### src/rtl/sysid_pkg.sv
// Shared constants for the system-ID check sequencer: FSM state encoding,
// result codes, slave word addresses and the word comparison helper.
package sysid_pkg;

  localparam logic [2:0] ST_IDLE    = 3'd0;
  localparam logic [2:0] ST_RD_ID   = 3'd1;
  localparam logic [2:0] ST_WAIT_ID = 3'd2;
  localparam logic [2:0] ST_RD_TS   = 3'd3;
  localparam logic [2:0] ST_WAIT_TS = 3'd4;
  localparam logic [2:0] ST_CHECK   = 3'd5;
  localparam logic [2:0] ST_DONE    = 3'd6;

  localparam logic [1:0] ERR_OK      = 2'd0;
  localparam logic [1:0] ERR_ID      = 2'd1;
  localparam logic [1:0] ERR_TS      = 2'd2;
  localparam logic [1:0] ERR_TIMEOUT = 2'd3;

  localparam logic SYSID_ADDR_ID = 1'b0;
  localparam logic SYSID_ADDR_TS = 1'b1;

  // ID mismatch is reported ahead of a timestamp mismatch.
  function automatic logic [1:0] check_code(input logic [31:0] id_w, input logic [31:0] ts_w,
                                            input logic [31:0] exp_id, input logic [31:0] exp_ts);
    logic [1:0] code;
    if (id_w != exp_id) begin
      code = ERR_ID;
    end else if (ts_w != exp_ts) begin
      code = ERR_TS;
    end else begin
      code = ERR_OK;
    end
    return code;
  endfunction

endpackage

### src/rtl/sysid_avm_read.sv
// Single Avalon-MM read engine: registered read strobe/address, waitrequest
// handling, fixed read-latency tracking and stall timeout detection.
module sysid_avm_read #(
  parameter int READ_LATENCY   = 1,
  parameter int TIMEOUT_CYCLES = 255
) (
  input  logic        clock,
  input  logic        reset,
  input  logic        req_i,
  input  logic        addr_i,
  input  logic        waitrequest_i,
  input  logic [31:0] readdata_i,
  output logic        avm_read_o,
  output logic        avm_address_o,
  output logic        active_o,
  output logic        accept_o,
  output logic        valid_o,
  output logic        timeout_o,
  output logic [31:0] data_o
);

  localparam logic [15:0] TMO_LAST = 16'(TIMEOUT_CYCLES - 1);
  localparam logic [1:0]  LAT      = 2'(READ_LATENCY);

  logic        rd_q, rd_d;
  logic        addr_q, addr_d;
  logic        wait_q, wait_d;
  logic [1:0]  lat_q, lat_d;
  logic [15:0] tmo_q, tmo_d;
  logic        accept_s, timeout_s, valid_s;

  always_comb begin
    accept_s  = rd_q & ~waitrequest_i;
    // Abort on the TIMEOUT_CYCLES-th stalled cycle; strobe drops the cycle after.
    timeout_s = rd_q & waitrequest_i & (tmo_q == TMO_LAST);
    tmo_d     = (rd_q & waitrequest_i & ~timeout_s) ? (tmo_q + 16'd1) : 16'd0;
    rd_d      = rd_q;
    addr_d    = addr_q;
    wait_d    = wait_q;
    lat_d     = lat_q;
    if (READ_LATENCY == 0) begin
      valid_s = accept_s;
    end else begin
      valid_s = wait_q & (lat_q == LAT);
    end
    if (accept_s && (READ_LATENCY != 0)) begin
      wait_d = 1'b1;
      lat_d  = 2'd1;
    end else if (wait_q) begin
      if (lat_q == LAT) begin
        wait_d = 1'b0;
      end else begin
        lat_d = lat_q + 2'd1;
      end
    end else begin
      lat_d = lat_q;
    end
    if (accept_s || timeout_s) begin
      rd_d = 1'b0;
    end else begin
      rd_d = rd_q;
    end
    if (req_i) begin
      rd_d   = 1'b1;
      addr_d = addr_i;
    end else begin
      addr_d = addr_q;
    end
  end

  always_ff @(posedge clock) begin
    if (reset) begin
      rd_q   <= 1'b0;
      addr_q <= 1'b0;
      wait_q <= 1'b0;
      lat_q  <= 2'd0;
      tmo_q  <= 16'd0;
    end else begin
      rd_q   <= rd_d;
      addr_q <= addr_d;
      wait_q <= wait_d;
      lat_q  <= lat_d;
      tmo_q  <= tmo_d;
    end
  end

  assign avm_read_o    = rd_q;
  assign avm_address_o = addr_q;
  assign active_o      = rd_q;
  assign accept_o      = accept_s;
  assign valid_o       = valid_s;
  assign timeout_o     = timeout_s;
  assign data_o        = readdata_i;

endmodule

### src/rtl/sysid_check_ctrl.sv
// System-ID check sequencer: reads ID and timestamp words, compares, reports.
// Optional periodic re-check is enabled by defining SYSID_CHECK_PERIODIC_EN.
module sysid_check_ctrl
  import sysid_pkg::*;
#(
  parameter logic [31:0] EXP_ID         = 32'h00AA0000,
  parameter logic [31:0] EXP_TS         = 32'h5F95E88A,
  parameter int          READ_LATENCY   = 1,
  parameter int          TIMEOUT_CYCLES = 255,
  parameter int          MAX_RETRIES    = 2,
  parameter int          AUTO_START     = 1
`ifdef SYSID_CHECK_PERIODIC_EN
  , parameter int        RECHECK_PERIOD = 1000000
`endif
) (
  input  logic        clock,
  input  logic        reset,
  input  logic        start,
  output logic        avm_address,
  output logic        avm_read,
  input  logic        avm_waitrequest,
  input  logic [31:0] avm_readdata,
  output logic        busy,
  output logic        done,
  output logic        pass,
  output logic [1:0]  err_code,
  output logic [31:0] id_value,
  output logic [31:0] ts_value
);

  localparam logic [3:0] RETRY_MAX = 4'(MAX_RETRIES);
  localparam logic       AUTO_EN   = (AUTO_START != 0);

  logic [2:0]  state_q, state_d;
  logic        busy_q, busy_d;
  logic        done_q, done_d;
  logic        pass_q, pass_d;
  logic [1:0]  err_q, err_d;
  logic [31:0] id_q, id_d;
  logic [31:0] ts_q, ts_d;
  logic [3:0]  retry_q, retry_d;
  logic        auto_q;
  logic        req_s, req_addr_s, trig_s, per_trig_s;
  logic        eng_active_s, eng_accept_s, eng_valid_s, eng_timeout_s;
  logic [31:0] eng_data_s;

  sysid_avm_read #(
    .READ_LATENCY   (READ_LATENCY),
    .TIMEOUT_CYCLES (TIMEOUT_CYCLES)
  ) u_rd (
    .clock         (clock),
    .reset         (reset),
    .req_i         (req_s),
    .addr_i        (req_addr_s),
    .waitrequest_i (avm_waitrequest),
    .readdata_i    (avm_readdata),
    .avm_read_o    (avm_read),
    .avm_address_o (avm_address),
    .active_o      (eng_active_s),
    .accept_o      (eng_accept_s),
    .valid_o       (eng_valid_s),
    .timeout_o     (eng_timeout_s),
    .data_o        (eng_data_s)
  );

`ifdef SYSID_CHECK_PERIODIC_EN
  localparam logic [31:0] PERIOD = 32'(RECHECK_PERIOD);
  logic [31:0] per_q, per_d;

  always_comb begin
    if ((state_q == ST_DONE) || start) begin
      per_d = PERIOD;
    end else if (per_q != 32'd0) begin
      per_d = per_q - 32'd1;
    end else begin
      per_d = per_q;
    end
  end

  always_ff @(posedge clock) begin
    if (reset) begin
      per_q <= PERIOD;
    end else begin
      per_q <= per_d;
    end
  end

  assign per_trig_s = (per_q == 32'd0);
`else
  assign per_trig_s = 1'b0;
`endif

  assign trig_s = start | auto_q | per_trig_s;

  always_comb begin
    state_d    = state_q;
    busy_d     = busy_q;
    done_d     = 1'b0;
    pass_d     = pass_q;
    err_d      = err_q;
    id_d       = id_q;
    ts_d       = ts_q;
    retry_d    = retry_q;
    req_s      = 1'b0;
    req_addr_s = SYSID_ADDR_ID;
    case (state_q)
      ST_IDLE: begin
        if (trig_s) begin
          state_d = ST_RD_ID;
          busy_d  = 1'b1;
          retry_d = 4'd0;
          req_s   = 1'b1;
        end else begin
          state_d = ST_IDLE;
        end
      end
      ST_RD_ID: begin
        // An idle engine here means a retry after a timeout: relaunch the ID read.
        if (!eng_active_s) begin
          req_s = 1'b1;
        end else if (eng_valid_s) begin
          id_d       = eng_data_s;
          req_s      = 1'b1;
          req_addr_s = SYSID_ADDR_TS;
          state_d    = ST_RD_TS;
        end else if (eng_accept_s) begin
          state_d = ST_WAIT_ID;
        end else begin
          state_d = ST_RD_ID;
        end
      end
      ST_WAIT_ID: begin
        if (eng_valid_s) begin
          id_d       = eng_data_s;
          req_s      = 1'b1;
          req_addr_s = SYSID_ADDR_TS;
          state_d    = ST_RD_TS;
        end else begin
          state_d = ST_WAIT_ID;
        end
      end
      ST_RD_TS: begin
        if (eng_valid_s) begin
          ts_d    = eng_data_s;
          state_d = ST_CHECK;
        end else if (eng_accept_s) begin
          state_d = ST_WAIT_TS;
        end else begin
          state_d = ST_RD_TS;
        end
      end
      ST_WAIT_TS: begin
        if (eng_valid_s) begin
          ts_d    = eng_data_s;
          state_d = ST_CHECK;
        end else begin
          state_d = ST_WAIT_TS;
        end
      end
      ST_CHECK: begin
        state_d = ST_DONE;
        done_d  = 1'b1;
        err_d   = check_code(id_q, ts_q, EXP_ID, EXP_TS);
        pass_d  = (check_code(id_q, ts_q, EXP_ID, EXP_TS) == ERR_OK);
      end
      ST_DONE: begin
        state_d = ST_IDLE;
        busy_d  = 1'b0;
      end
      default: begin
        state_d = ST_IDLE;
        busy_d  = 1'b0;
      end
    endcase
    if (eng_timeout_s) begin
      retry_d = retry_q + 4'd1;
      if (retry_q < RETRY_MAX) begin
        state_d = ST_RD_ID;
      end else begin
        state_d = ST_DONE;
        done_d  = 1'b1;
        pass_d  = 1'b0;
        err_d   = ERR_TIMEOUT;
      end
    end else begin
      retry_d = retry_d;
    end
  end

  always_ff @(posedge clock) begin
    if (reset) begin
      state_q <= ST_IDLE;
      busy_q  <= 1'b0;
      done_q  <= 1'b0;
      pass_q  <= 1'b0;
      err_q   <= ERR_OK;
      id_q    <= 32'd0;
      ts_q    <= 32'd0;
      retry_q <= 4'd0;
      auto_q  <= AUTO_EN;
    end else begin
      state_q <= state_d;
      busy_q  <= busy_d;
      done_q  <= done_d;
      pass_q  <= pass_d;
      err_q   <= err_d;
      id_q    <= id_d;
      ts_q    <= ts_d;
      retry_q <= retry_d;
      auto_q  <= 1'b0;
    end
  end

  assign busy     = busy_q;
  assign done     = done_q;
  assign pass     = pass_q;
  assign err_code = err_q;
  assign id_value = id_q;
  assign ts_value = ts_q;

endmodule

### config.mk
export PLATFORM = sky130hd
export DESIGN_NAME = sysid_check_ctrl
export DESIGN_NICKNAME = d
export VERILOG_FILES = /design/src/rtl/sysid_pkg.sv /design/src/rtl/sysid_avm_read.sv /design/src/rtl/sysid_check_ctrl.sv
export SDC_FILE = /design/constraint.sdc
export NUM_CORES = 1
export LEC_CHECK = 0
export CAP_MARGIN = 20
export CORE_UTILIZATION = 35
export DETAILED_ROUTE_END_ITERATION = 12
export PLACE_DENSITY_LB_ADDON = 0.05
export SLEW_MARGIN = 20
export SYNTH_ARGS = -nofsm -noshare
export SYNTH_HDL_FRONTEND = slang
export SYNTH_SLANG_ARGS = --single-unit
### constraint.sdc
create_clock -name clock -period 1.85 [get_ports clock]
set_input_delay 0.185 -clock clock [delete_from_list [all_inputs] [get_ports clock]]
set_output_delay 0.185 -clock clock [all_outputs]
set_load 0.05 [all_outputs]
## Word-level counts from Yosys, hierarchy flattened

Index checks and enable logic that the tools add are counted.

- Logic and storage cells: 107
- Register bits: 98

- Bitwise gates (word level): 11
- Add/subtract/negate cells: 3
- Equal/unequal tests: 13
- Multiplexer cells: 46
- Reductions and logical operators: 18
- Magnitude comparators: 1

Operators with widths:

| kind | number |
|---|---|
| 32-bit two-way mux | 2 |
| 32-bit one-hot mux with 2 select lines | 1 |
| 32-bit by 24-bit inequality test with 1-bit output, second input constant | 1 |
| 32-bit by 31-bit inequality test with 1-bit output, second input constant | 1 |
| 1-bit two-way mux | 23 |
| 3-bit one-hot mux with 6 select lines | 1 |
| 16-bit by 1-bit adder with 16-bit output, second input constant | 1 |
| 16-bit by 8-bit equality test with 1-bit output, second input constant | 1 |
| 2-bit two-way mux | 8 |
| 3-bit two-way mux | 5 |
| 4-bit two-way mux | 3 |
| 2-bit AND reduction | 6 |
| 2-bit nonzero test | 5 |
| 3-bit by 2-bit equality test with 1-bit output, second input constant | 2 |
| 3-bit equality test, second input constant | 2 |
| 2-bit OR reduction | 3 |
| 1-bit AND | 5 |
| 1-bit NOT | 5 |
| 5-bit OR reduction | 1 |
| 4-bit by 1-bit adder with 4-bit output, second input constant | 1 |
| 4-bit by 2-bit less-than comparator with 1-bit output, second input constant | 1 |
| 2-bit inequality test, second input constant | 2 |
| 1-bit one-hot mux with 2 select lines | 2 |
| 3-bit by 1-bit equality test with 1-bit output, second input constant | 1 |
| other kinds (9) | 9 |

## Depth between registers and ports, before layout

Gate-level depths: netlist (run 1).

- Word-level depth: 8
- Mapped depth: 8
- Depth with buffers taken out: 7

## Hierarchy

Synthesis (run 1) repeated with hierarchy kept, for this count alone.

- Cells, all modules: 488
- Area, all modules: 4390.5 um^2

By module, submodules not included:

| module | sequential area each (um^2) | cells each | area each (um^2) | times used |
|---|---|---|---|---|
| sysid_check_ctrl | 1541.5 | 351 | 3143.0 | 1 |
| sysid_avm_read | 420.4 | 137 | 1247.4 | 1 |

## Worst setup path after synthesis (run 1)

OpenSTA, ideal clock, no wires.

- Path type: register -> register
- Start point: reg u_rd.tmo_q[11]
- End point: reg retry_q[3]
- Clock period less this slack: 1862 ps
- Data arrival time: 1788 ps
- Path slack: -12 ps
- Data required time: 1776 ps
- Stages on the path, launching flop included: 6
- Setup time: 74 ps
- Path buffers: 0
- Cells stage by stage: dfxtp_1 or4_4 nor4_4 nand3_2 or3_1 a31oi_1

- Longest elaborated chain between the ends: 4
- Elaborated cells between the ends (all ways): 6
- Those cells by class: eq/ne (1); mux (1); bitwise (1); reduce/logical (3)

RTL lines:

| item | RTL line | RTL |
|---|---|---|
| start, declared | sysid_avm_read.sv:29 | `logic [15:0] tmo_q, tmo_d;` |
| start signal, assigned | sysid_avm_read.sv:83 | `tmo_q <= tmo_d;` |
| 16-bit by 8-bit equality test with 1-bit output (*) | sysid_avm_read.sv:35 | `timeout_s = rd_q & waitrequest_i & (tmo_q == TMO_LAST);` |
| 1-bit AND (*) | sysid_avm_read.sv:35 |  |
| 2-bit nonzero test (no line) | -- |  |
| 2-bit AND reduction (no line) | -- |  |
| end signal, assigned | sysid_check_ctrl.sv:209 | `retry_q <= retry_d;` |
| end, declared | sysid_check_ctrl.sv:41 | `logic [3:0] retry_q, retry_d;` |

Every way passes the cells marked *; elsewhere a longest branch is shown, timed or not.
A chain may end at the register's enable or synchronous reset.

## Worst setup path in the final report (run 1)

- Start point: reg u_rd.tmo_q[11]
- End point: reg state_q[0]

- Longest elaborated chain between the ends: 3
- Elaborated cells between the ends (all ways): 4
- Those cells by class: eq/ne (2); mux (1); bitwise (1)

RTL lines:

| item | RTL line | RTL |
|---|---|---|
| 16-bit by 8-bit equality test with 1-bit output (*) | sysid_avm_read.sv:35 |  |
| 1-bit AND (*) | sysid_avm_read.sv:35 |  |
| 3-bit by 2-bit inequality test with 1-bit output (no line) / 3-bit two-way mux (equally long branches) | -- |  |
| end signal, assigned | sysid_check_ctrl.sv:202 | `state_q <= state_d;` |
| end, declared | sysid_check_ctrl.sv:34 | `logic [2:0] state_q, state_d;` |

Marks and branches as above.

==> results of run 1 <==
## worst reg2reg max path: stages (launching register included)
cell and delay, ns:
dfxtp_2 0.34, or4_4 0.54, nor4_4 0.22, and2b_2 0.25
nand2b_1 0.15, and3_1 0.20
## state kept, by name (all words and copies together), names as in the netlist
| name | count |
|---|---|
| u_rd.tmo_q | 16 |
| ts_value | 32 |
| auto_q | 1 |
| busy | 1 |
| err_code | 2 |
| retry_q | 4 |
| id_value | 32 |
| state_q | 3 |
| u_rd.wait_q | 1 |
| u_rd.active_o | 1 |
| pass | 1 |
| u_rd.lat_q | 2 |
| done | 1 |
| u_rd.avm_address_o | 1 |
## Yosys cell counts
master	n	area, um^2
and2b_1	1	7.51
a21oi_1	75	375
nor4bb_1	5	50.1
or2_2	1	6.26
nor2_1	28	105
nand4b_1	3	26.3
nor4b_1	2	17.5
xor2_1	11	96.3
o22ai_1	1	6.26
and3_1	2	12.5
nor4_1	8	50.1
nor2b_1	3	18.8
o211a_1	1	10.0
nand2b_1	5	31.3
and2_1	1	6.26
a211oi_2	1	12.5
mux2i_1	1	10.0
a31oi_1	6	37.5
o31ai_1	1	7.51
a21o_1	1	7.51
buf_2	2	10.0
nand3b_1	3	22.5
and4_1	1	8.76
xnor2_1	5	43.8
o221ai_1	1	8.76
o21ba_2	1	10.0
nand3_2	1	10.0
dfxtp_1	98	1960
nand3_1	9	45.0
nor4_4	1	21.3
a211o_1	1	8.76
and4b_1	1	10.0
nor3_1	4	20.0
a2111oi_0	1	8.76
o21ai_0	3	15.0
or3_1	3	18.8
nand4_1	5	31.3
a22oi_1	2	15.0
clkbuf_1	24	90.1
or4_4	1	11.3
inv_1	6	22.5
ha_1	4	50.1
nand2_1	148	556
## area by class of cell
class	count	share of cell area [%]
Sequential cell	98	35.8
Multi-Input combinational cell	352	34.0
Timing Repair Buffer	129	23.1
Tap cell	140	3.20
Clock buffer	12	2.83
Clock inverter	4	0.616
Inverter	6	0.411
Antenna cell	1	0.0457
## layer usage
metal	global-route usage (%)	up-vias	part of all wire, %
li1	-	1857	-
met1	26.9	1745	48
met2	31.4	88	45
met3	4.60	5	6.2
met4	6.16	0	0.48
met5	0	-	0
## power by group through the flow
stage	Sequential [mW]	Combinational, mW	Clock [mW]
after CTS	2.16	0.315	1.38
after detailed placement	2.21	0.314	0
after global routing	2.17	0.343	1.46
final	2.16	0.315	1.34
after floorplan	2.24	0.128	0
after global placement	2.21	0.310	0
## logic make-up (layout without fill, tap and decap cells)
family | after synthesis | count (layout) | synth area share, %
xor gates and xnor gates | 16 | 16 | 3.60
buffers and inverters | 32 | 151 | 3.15
and+or+nand+nor | 236 | 236 | 27.9
muxes | 1 | 1 | 0.257
adders and majority gates | 4 | 4 | 1.29
DFF | 98 | 98 | 50.4
other | 0 | 1 | 0
AOI/OAI and AO/OA | 95 | 95 | 13.4
## what timing repair did
item	4_1_cts	5_1_grt
gates resized for setup	0	11
endpoints found under the setup margin	0	27
hold buffers	0	0
## through the flow
stage | cell area, um^2 | std cells | hold WS (ns) | setup TNS, ns | total power [mW]
3_5_place_dp | 5240 | 725 | 0.458 | 0 | 2.52
4_1_cts | 5430 | 741 | 0.0590 | 0 | 3.86
6_report | 5480 | 742 | 0.0745 | 0 | 3.82
5_1_grt | 5480 | 741 | 0.0594 | -0.0800 | 3.97
2_1_floorplan | 3890 | 482 | 0.213 | 0 | 2.36
3_3_place_gp | 5240 | 725 | 0.452 | 0 | 2.52
## path summary, 6_finish.rpt
check                            startpoint                   endpoint  slack, ns  depth (start not counted)
setup reg to reg  u_rd.tmo_q[11]$_SDFF_PP0_    state_q[0]$_SDFFE_PP0P_       0.07                          5
hold reg to reg   ts_value[10]$_SDFFE_PP0P_  ts_value[10]$_SDFFE_PP0P_       0.47                          2
hold / removal                        reset             auto_q$_DFF_P_       0.07                          1
setup / recovery  u_rd.tmo_q[11]$_SDFF_PP0_    state_q[0]$_SDFFE_PP0P_       0.07                          5
==> impl_metrics.toml, run 1 <==
[power]
max-vdd-ir-drop_mv = 0.418
p_sw_share_pct = 25.2
switchingPower_mw = 0.964
p_clk_share_pct = 35.1
intPower_mw = 2.86
power.density_nw_per_um2 = 697
comb_power_share_pct = 8.2
seqPwrFrac_pct = 56.6
p_leak_nw = 1.77

[routing]
route.detailed.drc = 0
ant_nets = 0
wl_per_cell_um = 14.9
drt_pre_antenna_iters = 4
via_per_inst = 4.98
drt_iter0_drc = 113
totalWireLength_mm = 11.0
vias = 3695

[critical_path]
worstPathCellList = "or4_4 -> nor4_4 -> and2b_2 -> nand2b_1 -> and3_1"
crit_path_max_fanout = 5
crit_type = "register to register"
start_kind = "register"
critPathArrivalTime_ns = 2.04
crit_path_end_kind = "register"
slowest_delay_ns = 0.54
cp_slowest_cell = "or4_4"
cp.required_ns = 2.11
worst-path-buf-inv = 0
crit_family = "simple AND/OR/NAND/NOR gates"

[clocking]
clock-sinks = 98
path_clk_slew_ns = 0.10
cts_tree = "done"
cts_setup_buffers = 0
htreeDepth = 3
ctsRootBufferMaster = "clkbuf_8"
cts_buffers = 9
cts.path.max_buffers = 2
insertion_delay_ns = 0.36

[finish]
multiInputGateArea_um2 = 1860
layout.nets = 636
layout_commonest_cell = "nand2_1"
final_cell_mix = "nand2_1, clkdlybuf4s50_1, dfxtp_1"
seqCellArea_um2 = 1960
drive_gt1_share_pct = 9.65
fin_util_pct = 50.6
area_growth_syn_to_layout_pct = 40.7
fillers = 1113

[global_routing]
gr-usage-all-layers_pct = 19.9
grt_pass1_vias = 3509
overflow = 0
antenna_found_initial = 0
grt_pass1_wl_mm = 17.8
grt_max_degree = 51

[flow_run]
maxCapViolCount = 0

[placement]
gp_congestion = 0.868
dpl.hpwl_mm = 7.82
post-place-ws_ns = 0.0332
port_buffers = 106

[status]
outcome = "finished, final reports clean"

[floorplan]
core_area_um2 = 10800
die-area_um2 = 11600
die_width_um = 107
rows = 38
start_util_pct = 35.9
pin_count = 107
die_h_um = 107

[sta]
rsz0062_at_grt = "yes"
worst_slack_ns = 0.0703
timing.final.crit_share_pct = 96.2
drv_slew = 0
timing.final.crit_period_ns = 1.78
tightest_slew_ns = 0.560
finalSetupViolations = 0
max_freq_mhz = 562
maxSlewHeadroom_pct = 62.6
worst_clock_skew_ns = 0.0104
finalHoldViolCount = 0

[worst_hold_path]
hold_class = "primary input to register"

[synth]
syn-num-nets = 522
ys_types = 43
yosys_warnings = 0
ys_seq_area_share_pct = 50.4
netlist_area_um2 = 3890
avgSynthCellArea_um2 = 8.08
ys_ff_latch = 98
synthCells = 482
Note: power is estimated with default switching activity, not from simulation.
==> run 2, diff against run 1 <==
Settings changed: SYNTH_HIERARCHICAL set to 1.
==> run 2 against run 1 <==
  * Combinational power is 14% higher
  * Global-route usage is 2.7 points lower
  * Clock skew is 0.0044 ns lower
  * Area after synthesis is 13% higher
  * Critical endpoint is now ts_value[26]
  * Critical path depth is 4 lower
==> impl_metrics.toml, run 2 <==
[synth]
yosys.area_share.xor_xnor_pct = 2.99
synth-async-reset-ratio_pct = 0
synth_top_family_by_area = "simple AND/OR/NAND/NOR gates"
synth_fa_ha_area_share_pct = 1.14
synthFlopType = "dfxtp_1"
synth_top_area_share_pct = 44.7
yosysTopAreaCell = "dfxtp_1"
avgSynthCellArea_um2 = 9.00
yosysMostFrequentCell = "dfxtp_1"
synth_compound_area_share_pct = 7.69
synth.mux.area_fraction_pct = 7.75
ys_seq_area_share_pct = 44.7
ys_ff_latch = 98
yosys_warnings = 6
synth_area_leaders = "dfxtp_1, mux2i_1, nand2_1"
yosys.area_share.simple_pct = 25.0
ys_types = 53
netlist_area_um2 = 4390
synth_edf_count = 0
syn-num-nets = 528
synth.top_cells.by_count = "dfxtp_1, nand2_1, nor2_1"
synthCells = 488

[finish]
final_cell_mix = "clkdlybuf4s50_1, dfxtp_1, nand2_1"
area_growth_syn_to_layout_pct = 31.3
fin_util_pct = 47.6
layout_commonest_cell = "clkdlybuf4s50_1"
n_antenna_cell = 0
drive_gt1_share_pct = 10.6
layout.nets = 611

[power]
comb_power_share_pct = 8.2
p_leak_nw = 1.95
max-vdd-ir-drop_mv = 0.309
power.density_nw_per_um2 = 757
p_clk_share_pct = 42.2
intPower_mw = 3.35
switchingPower_mw = 1.01
p_sw_share_pct = 23.2
seqPwrFrac_pct = 49.6

[global_routing]
grt_max_degree = 42
gr-usage-all-layers_pct = 17.2
overflow = 0
grt_pass1_vias = 3258
grt_pass1_wl_mm = 17.1
antenna_found_initial = 0

[sta]
finalHoldViolCount = 0
maxSlewHeadroom_pct = 63.4
worst_clock_skew_ns = 0.00595
finalSetupViolations = 0
rsz0062_at_grt = "no"
tns_ns = 0
max_freq_mhz = 555
drv_slew = 0
timing.final.crit_period_ns = 1.80
timing.final.crit_share_pct = 97.4
tightest_slew_ns = 0.547

[critical_path]
slowest_delay_ns = 0.87
crit_path_end_kind = "primary output"
cp_slowest_cell = "clkdlybuf4s50_1"
r2r_start = "ts_value[8]$_SDFFE_PP0P_"
worst-path-buf-inv = 1
cp.required_ns = 1.66
critPathArrivalTime_ns = 1.62
worstPathCellList = "clkdlybuf4s50_1"
crit_type = "register to primary output"
start_kind = "register"
crit_path_start = "ts_value[26]$_SDFFE_PP0P_"
crit_path_max_fanout = 3
crit_family = "buffers and inverters"

[clocking]
clock-sinks = 98
cts_tree = "done"
insertion_delay_ns = 0.34
cts.path.max_buffers = 2
ctsRootBufferMaster = "clkbuf_16"
htreeDepth = 3
cts_buffers = 9
cts_setup_buffers = 0
path_clk_slew_ns = 0.07

[routing]
vias = 3474
ant_nets = 0
highest_layer = "met4"
drt-met1-wl_mm = 5.28
route.detailed.drc = 0
drt_iter0_drc = 136
via_per_inst = 4.67
drt_pre_antenna_iters = 4
met2_wirelength_mm = 4.87
dr_wl_met3_um = 462
wl_per_cell_um = 14.4
totalWireLength_mm = 10.8

[placement]
port_buffers = 106
dpl.hpwl_mm = 7.73
gp_congestion = 0.734

[floorplan]
die_width_um = 114
pin_count = 107
die-area_um2 = 13000
core_area_um2 = 12100
start_util_pct = 36.3
die_h_um = 114
rows = 40

[status]
outcome = "finished, final reports clean"

[flow_run]
maxCapViolCount = 0

[worst_hold_path]
hold_class = "primary input to register"
hold_start = "reset"
## run 2: what timing repair did
action / in CTS / in global routing
hold buffers: 0 / 0
pin swaps: 0 / 1
endpoints found under the setup margin: 3 / 9
cloned: 0 / 0
resized for setup: 1 / 10
## run 2: path summary, 6_finish.rpt
check             cells after the start                   endpoint  slack, ns
setup reg to reg                      5     err_code[1]$_SDFF_PP0_       0.15
hold / removal                        2             auto_q$_DFF_P_       0.26
setup / recovery                      1               ts_value[26]       0.05
hold reg to reg                       2  ts_value[18]$_SDFFE_PP0P_       0.47
## run 2: cell type report
class                      instances  area [um^2]
fill                            1217         6350
multi-input combinational        325         2010
sequential                        98         1960
timing repair buffer             128         1260
clock buffer                      11          233
tap                              168          210
clock inverter                     5         55.1
inverter                           9         33.8
## run 2: power by group through the flow
stage | Sequential (mW) | Clock [mW] | Combinational (mW)
after CTS | 2.16 | 1.91 | 0.357
after detailed placement | 2.21 | 0 | 0.355
final | 2.16 | 1.84 | 0.359
after global routing | 2.17 | 2.00 | 0.393
after floorplan | 2.23 | 0 | 0.235
after global placement | 2.21 | 0 | 0.354
## run 2: layer usage
layer	vias to the layer above	GRT usage [%]
li1	1782	-
met1	1605	23.7
met2	79	26.2
met3	8	3.56
met4	0	7.27
met5	-	0
## run 2: kinds of logic (layout without fill, tap and decap cells)
family / Yosys count / in the layout
compound gates: 61 / 61
xor+xnor: 15 / 15
fa+ha+maj: 4 / 4
buf+inv: 65 / 153
flops: 98 / 98
mux: 34 / 34
simple gates: 211 / 211
## run 2: through the flow
stage / setup WS [ns] / cell area (um^2) / hold WS (ns) / power (mW) / std cells
final: 0.0474 / 5760 / 0.261 / 4.36 / 744
after global routing: 0.00273 / 5760 / 0.260 / 4.56 / 744
after CTS: 0.0299 / 5710 / 0.250 / 4.42 / 744
after detailed placement: -0.00792 / 5420 / 0.462 / 2.57 / 728
after global placement: -0.0616 / 5420 / 0.457 / 2.56 / 728
after floorplan: 0.0287 / 4390 / 0.213 / 2.46 / 488
==> run 3, diff against run 2 <==
Settings changed: HOLD_SLACK_MARGIN set to 0.02.
==> results of run 3 <==
No change in the layout: final DEF, timing and power equal those of run 2.
